### src/rtl/sw_word_loader.sv
// sw_word_loader: builds a 32-bit word and a word address from 4-bit switch
// entries. Each entry is committed by one debounced press of Enter_BTN. The
// loader then raises a single write request and holds it until the memory side
// acknowledges it.
//
// state   | meaning
// --------+------------------------------------------------------------
// S_DATA  | collecting data nibbles, most significant first (8 presses)
// S_ADDR  | collecting address nibbles, high nibble first (2 presses)
// S_WRITE | Wr_Req held with stable data/address until Wr_Ack
module sw_word_loader #(
  parameter int DEBOUNCE_CYCLES = 1000000,
  parameter int ADDR_W          = 6
) (
  input  logic              clk_100MHz,
  input  logic              rst,
  input  logic [3:0]        SW,
  input  logic              Enter_BTN,
  output logic [31:0]       W_Data,
  output logic [ADDR_W-1:0] W_Addr,
  output logic              Wr_Req,
  input  logic              Wr_Ack,
  output logic              Busy,
  output logic [7:0]        LED
);

  localparam int CNT_W = $clog2(DEBOUNCE_CYCLES);
  localparam logic [CNT_W-1:0] CNT_LAST = CNT_W'(DEBOUNCE_CYCLES - 1);

  typedef enum logic [1:0] {
    S_DATA  = 2'd0,
    S_ADDR  = 2'd1,
    S_WRITE = 2'd2
  } state_t;

  logic [1:0]       sync_q;
  logic             deb_level;
  logic             deb_prev;
  logic [CNT_W-1:0] deb_cnt;
  logic             press;

  state_t           state, state_nxt;
  logic [3:0]       nib_cnt, nib_cnt_nxt;
  logic [3:0]       addr_hi, addr_hi_nxt;
  logic [2:0]       led_sw, led_sw_nxt;
  logic [31:0]      data_nxt;
  logic [ADDR_W-1:0] addr_nxt;

  // Synchronise the raw button and accept a level only after it has been
  // stable for DEBOUNCE_CYCLES consecutive samples.
  always_ff @(posedge clk_100MHz or posedge rst) begin
    if (rst) begin
      sync_q    <= '0;
      deb_level <= 1'b0;
      deb_prev  <= 1'b0;
      deb_cnt   <= '0;
    end else begin
      sync_q   <= {sync_q[0], Enter_BTN};
      deb_prev <= deb_level;
      if (sync_q[1] == deb_level) begin
        deb_cnt <= '0;
      end else if (deb_cnt == CNT_LAST) begin
        deb_level <= sync_q[1];
        deb_cnt   <= '0;
      end else begin
        deb_cnt <= deb_cnt + CNT_W'(1);
      end
    end
  end

  // Single-cycle press on the debounced rising edge.
  assign press = deb_level & ~deb_prev;

  // State and entry registers; a reset abandons any pending write at once.
  always_ff @(posedge clk_100MHz or posedge rst) begin
    if (rst) begin
      state   <= S_DATA;
      nib_cnt <= '0;
      addr_hi <= '0;
      led_sw  <= '0;
      W_Data  <= '0;
      W_Addr  <= '0;
    end else begin
      state   <= state_nxt;
      nib_cnt <= nib_cnt_nxt;
      addr_hi <= addr_hi_nxt;
      led_sw  <= led_sw_nxt;
      W_Data  <= data_nxt;
      W_Addr  <= addr_nxt;
    end
  end

  // Next-state logic: presses shift nibbles in; ack closes the write and wins
  // over a coincident press, which is simply dropped.
  always_comb begin
    state_nxt   = state;
    nib_cnt_nxt = nib_cnt;
    addr_hi_nxt = addr_hi;
    led_sw_nxt  = led_sw;
    data_nxt    = W_Data;
    addr_nxt    = W_Addr;
    case (state)
      S_DATA: begin
        if (press) begin
          data_nxt   = {W_Data[27:0], SW};
          led_sw_nxt = SW[2:0];
          if (nib_cnt == 4'd7) begin
            nib_cnt_nxt = '0;
            state_nxt   = S_ADDR;
          end else begin
            nib_cnt_nxt = nib_cnt + 4'd1;
          end
        end
      end
      S_ADDR: begin
        if (press) begin
          led_sw_nxt = SW[2:0];
          if (nib_cnt == 4'd1) begin
            addr_nxt    = ADDR_W'({addr_hi, SW});
            nib_cnt_nxt = '0;
            state_nxt   = S_WRITE;
          end else begin
            addr_hi_nxt = SW;
            nib_cnt_nxt = nib_cnt + 4'd1;
          end
        end
      end
      S_WRITE: begin
        if (Wr_Ack) begin
          data_nxt    = '0;
          nib_cnt_nxt = '0;
          state_nxt   = S_DATA;
        end
      end
      default: begin
        state_nxt   = S_DATA;
        nib_cnt_nxt = '0;
      end
    endcase
  end

  // Request and busy are exactly "in WRITE"; LED shows progress or all-on.
  always_comb begin
    Wr_Req = (state == S_WRITE);
    Busy   = (state == S_WRITE);
    if (state == S_WRITE) begin
      LED = 8'hFF;
    end else begin
      LED = {nib_cnt, (state == S_ADDR), led_sw};
    end
  end

endmodule

### config.mk
export PLATFORM = sky130hd
export DESIGN_NAME = sw_word_loader
export DESIGN_NICKNAME = d
export VERILOG_FILES = /design/src/rtl/sw_word_loader.sv
export SDC_FILE = /design/constraint.sdc
export NUM_CORES = 1
export LEC_CHECK = 0
export ABC_CLOCK_PERIOD_IN_PS = 3300
export CORE_MARGIN = 4
export CORE_UTILIZATION = 52
export DETAILED_ROUTE_END_ITERATION = 10
export PLACE_DENSITY = 0.79
export SYNTH_ARGS = -nofsm -noshare
export SYNTH_HDL_FRONTEND = slang
export SYNTH_SLANG_ARGS = --single-unit
### constraint.sdc
create_clock -name clk_100MHz -period 3.3 [get_ports clk_100MHz]
set_clock_uncertainty 0.2 [all_clocks]
set_input_delay 0.495 -clock clk_100MHz [delete_from_list [all_inputs] [get_ports clk_100MHz]]
set_output_delay 0.495 -clock clk_100MHz [all_outputs]
set_load 0.005 [all_outputs]
# == After elaboration in Yosys (flattened, before gate mapping) ==
# Cells that the tools add are included.
# word_totals
ff_bits,73
inputBits,8
# classes
addsub,2
n_eq_ne,11
muxes,18
bitwise_logic,4
n_reduce_logical,10
# ops
operator,count
32-bit two-way mux,2
32-bit one-hot mux with 2 select lines,1
20-bit two-way mux,2
20-bit by 1-bit adder with 20-bit output (second input constant),1
20-bit == test (second input constant),1
4-bit two-way mux,5
4-bit one-hot mux with 3 select lines,1
3-bit AND reduction,4
2-bit two-way mux,5
2-bit inequality test (second input constant),5
8-bit two-way mux,1
2-bit one-hot mux with 3 select lines,1
5-bit AND reduction,1
4-bit by 1-bit adder with 4-bit output (second input constant),1
4-bit by 1-bit == test with 1-bit output (second input constant),1
4-bit by 3-bit == test with 1-bit output (second input constant),1
2-bit AND reduction,2
1-bit inverter,3
2-bit by 1-bit == test with 1-bit output (second input constant),1
2-bit == test (second input constant),1
2-bit logical NOT,1
2-bit nonzero test,1
2-bit OR reduction,1
1-bit bitwise AND,1
1-bit == test,1

# == Longest topological paths before layout ==
# depth
ltp_word,4
mapped_depth,6
mapped_depth_nobuf,6

# == Worst setup path before layout ==
# OpenSTA, ideal clock, no wires.
# synth_timing
kind,register -> register
from,register nib_cnt[1]
to,register W_Addr[0]
setup_ns,0.125
arrival_time_ns,1.792
setup_slack_ns,1.183
path_stages_with_launch,6
path_buffers,0
path_cell_list,dfrtp_1 > inv_1 > ha_1 > or3b_2 > nor2_1 > mux2_2
# synth_between
elab_chain_cells,2
# synth_lines
item,line_no,source
start: declaration,43,"logic [3:0] nib_cnt, nib_cnt_nxt;"
start signal: assignment,85,nib_cnt <= nib_cnt_nxt;
4-bit by 1-bit == test with 1-bit output,118,if (nib_cnt == 4'd1) begin
3-bit AND reduction (no line),-,
end signal: assignment,89,W_Addr <= addr_nxt;
end: declaration,20,"output logic [ADDR_W-1:0] W_Addr,"
# Every way passes these cells.
# A chain may end at the register's enable or synchronous reset.

# == Worst setup path in the final report ==
# layout_timing
from,register state[0]
to,output LED[2]
# layout_between
elab_chain_cells,2
# layout_lines
item,line_no,source
start: declaration,42,"state_t state, state_nxt;"
start signal: assignment,84,state <= state_nxt;
2-bit == test,146,if (state == S_WRITE) begin
8-bit two-way mux,146,
end: declaration,24,output logic [7:0] LED
# Every way passes these cells.

==> impl_metrics.ini <==
[outcome]
status = finished clean

[pwr]
power_mw = 1.772
p_leak_nw = 1.816
peakVddDrop_uv = 295.6
p_per_area_nw_per_um2 = 435.9

[placed_design]
place.gp.congestion = 0.8685
io_buffers = 55
dp.cells = 395
hpwlAfterDp_um = 4557
post_dp_cell_area_um2 = 3829

[setup_path]
endpoint = LED[2]
r2r_slack_ps = 970
r2r_end = W_Addr[4]
crit_start = state[0]
crit_required_ps = 2600
rr_worst_depth = 5
path_class = reg2out
cp-end-kind = output port
arrival_ps = 1890
cp-start-kind = register
r2r_start = nib_cnt[1]
cp_max_fo = 12

[yosys]
yosysWarnings = 0
ys_seq_elements = 73
synthArstFlopShare_pct = 100.0
synth_cells = 270
synthesis.nets = 285
avgSynthCellArea_um2 = 11.73
syn-cell-area_um2 = 3167
synthFlopType = dfrtp_1
yosysUniqueCellTypes = 40
synth_edf_count = 0
seq_area_frac_synth_pct = 57.68

[grt]
antenna_found_initial = 0
grt_start_max_net_pins = 42
grt_util_all_layers_pct = 19.80
grt_overflow = 0
grt_first_pass_wirelength_um = 11420
grt_pass1_vias = 2353

[route]
totalWireLength_um = 6664
antenna_left = 0
drtIter0Drc = 142
vias = 2365
wl_per_cell_um = 16.21
drc_errors = 0
vias_per_cell = 5.754
dr.pass1.iters = 4

[layout]
syn_to_final_growth_pct = 28.33
final_area_um2 = 4064
final_nets = 346
layout_commonest_cell = dfrtp_1
mostFrequentLayoutCells = 73 x dfrtp_1, 55 x clkdlybuf4s50_1, 32 x a22o_1
final_layout_size_suffix_gt1_share_pct = 13.99
antenna_cells = 0
fin_cells = 411

[worst_hold_path]
min_path_type = reg2reg

[cts]
ctsResizeCount = 0
path_clk_slew_ps = 70
insertion_delay_ps = 350
root_buffer = clkbuf_8
cts_buffer_depth = 2
cts_tree = built
cts-buffers-inserted = 9
post_cts_buffers = 0
hold_buffers = 0
cts.sinks = 73
h-tree-depth = 3

[timing]
tightestPinTransition_ps = 706.5
period_needed_ps = 2584
finalSetupViolCount = 0
max_freq_mhz = 387.0
finalHoldViolCount = 0
rsz0062_at_grt = false
slew_headroom_pct = 52.83
whs_ps = 153.5
finalSetupTns_ps = 0
drv_slew = 0
fin_crit_sh_pct = 78.31

[die]
die_area_um2 = 7403
chipHeight_um = 86.04
die_x_um = 86.04
ioPinCount = 56
core_um2 = 5921
initial_core_util_pct = 53.49
num_rows = 28

[flow_run]
cap_viol_max_count = 0
-- Yosys cell counts (3+ instances only) --
| master | number | area (um^2) |
|---|---|---|
| a22o_1 | 32 | 280.3 |
| ha_1 | 7 | 87.58 |
| nor3_1 | 6 | 30.03 |
| nand4_1 | 5 | 31.28 |
| clkbuf_1 | 6 | 22.52 |
| o21ai_0 | 7 | 35.03 |
| xor2_1 | 5 | 43.79 |
| or3_1 | 3 | 18.77 |
| inv_1 | 9 | 33.78 |
| xnor2_1 | 10 | 87.58 |
| nand3_1 | 10 | 50.05 |
| or2_2 | 8 | 50.05 |
| nor2_1 | 22 | 82.58 |
| mux2_2 | 13 | 146.4 |
| nand2_1 | 11 | 41.29 |
| a21oi_1 | 9 | 45.04 |
| dfrtp_1 | 73 | 1827 |
| nor4_1 | 5 | 31.28 |
-- cells by family (layout without fill, tap and decap cells) --
kind of cell | after synthesis | after routing | share of synthesized area (%)
compound gates | 56 | 56 | 13.35
simple gates | 87 | 87 | 15.01
flops | 73 | 73 | 57.68
xor+xnor | 15 | 15 | 4.148
fa+ha+maj | 7 | 7 | 2.766
mux | 13 | 13 | 4.623
buf+inv | 19 | 85 | 2.410
-- layout make-up --
type | count | area, um^2
fill | 453 | 1857
sequential | 73 | 1827
multi-input combinational | 178 | 1274
timing repair buffer | 60 | 600.6
clock buffer | 11 | 131.4
clock inverter | 5 | 103.9
tap | 75 | 93.84
inverter | 9 | 33.78
-- flip-flops by register name (all words and copies together) (netlist names) --
register / flops
addr_hi: 2
W_Addr: 6
W_Data: 32
deb_cnt: 20
deb_level: 1
state: 2
sync_q: 2
led_sw: 3
deb_prev: 1
nib_cnt: 4
-- critical path, stage by stage (launching register included) --
cell and delay [ps]:
dfrtp_1 370, inv_1 80, ha_1 320, or2_2 330, clkdlybuf4s50_1 440
-- through the flow --
step | utilization [%] | setup WS [ps]
floorplan | - | 751.7
global route | 68.64 | 553.1
CTS | 68.64 | 685.8
global placement | 64.67 | 1028
finish | 68.64 | 715.7
detailed placement | 64.67 | 988.6
-- report_power, final --
| group | total, mW | switching [mW] | internal (mW) |
|---|---|---|---|
| Sequential | 0.904 | 0.00475 | 0.900 |
| Clock | 0.825 | 0.323 | 0.503 |
| Combinational | 0.0419 | 0.0268 | 0.0151 |
-- routing by layer --
layer,vias to the layer above,track usage (%),routed length (um),part of all wire (%)
li1,1105,-,-,-
met1,1167,27.35,2978,45
met4,0,9.496,152,2.3
met5,-,0,0,0
met3,13,5.668,436,6.5
met2,80,28.73,3096,46
-- how the worst min path moves through the flow --
stage | from | slack (ps) | endpoint | cells after the start
after floorplan | sync_q[0] | 130 | sync_q[1] | 0
after global placement | sync_q[0] | 140 | sync_q[1] | 0
after detailed placement | sync_q[0] | 140 | sync_q[1] | 0
after CTS | sync_q[0] | 160 | sync_q[1] | 0
after global routing | sync_q[0] | 160 | sync_q[1] | 0
final | sync_q[0] | 150 | sync_q[1] | 0
(Power assumes the default switching activity.)
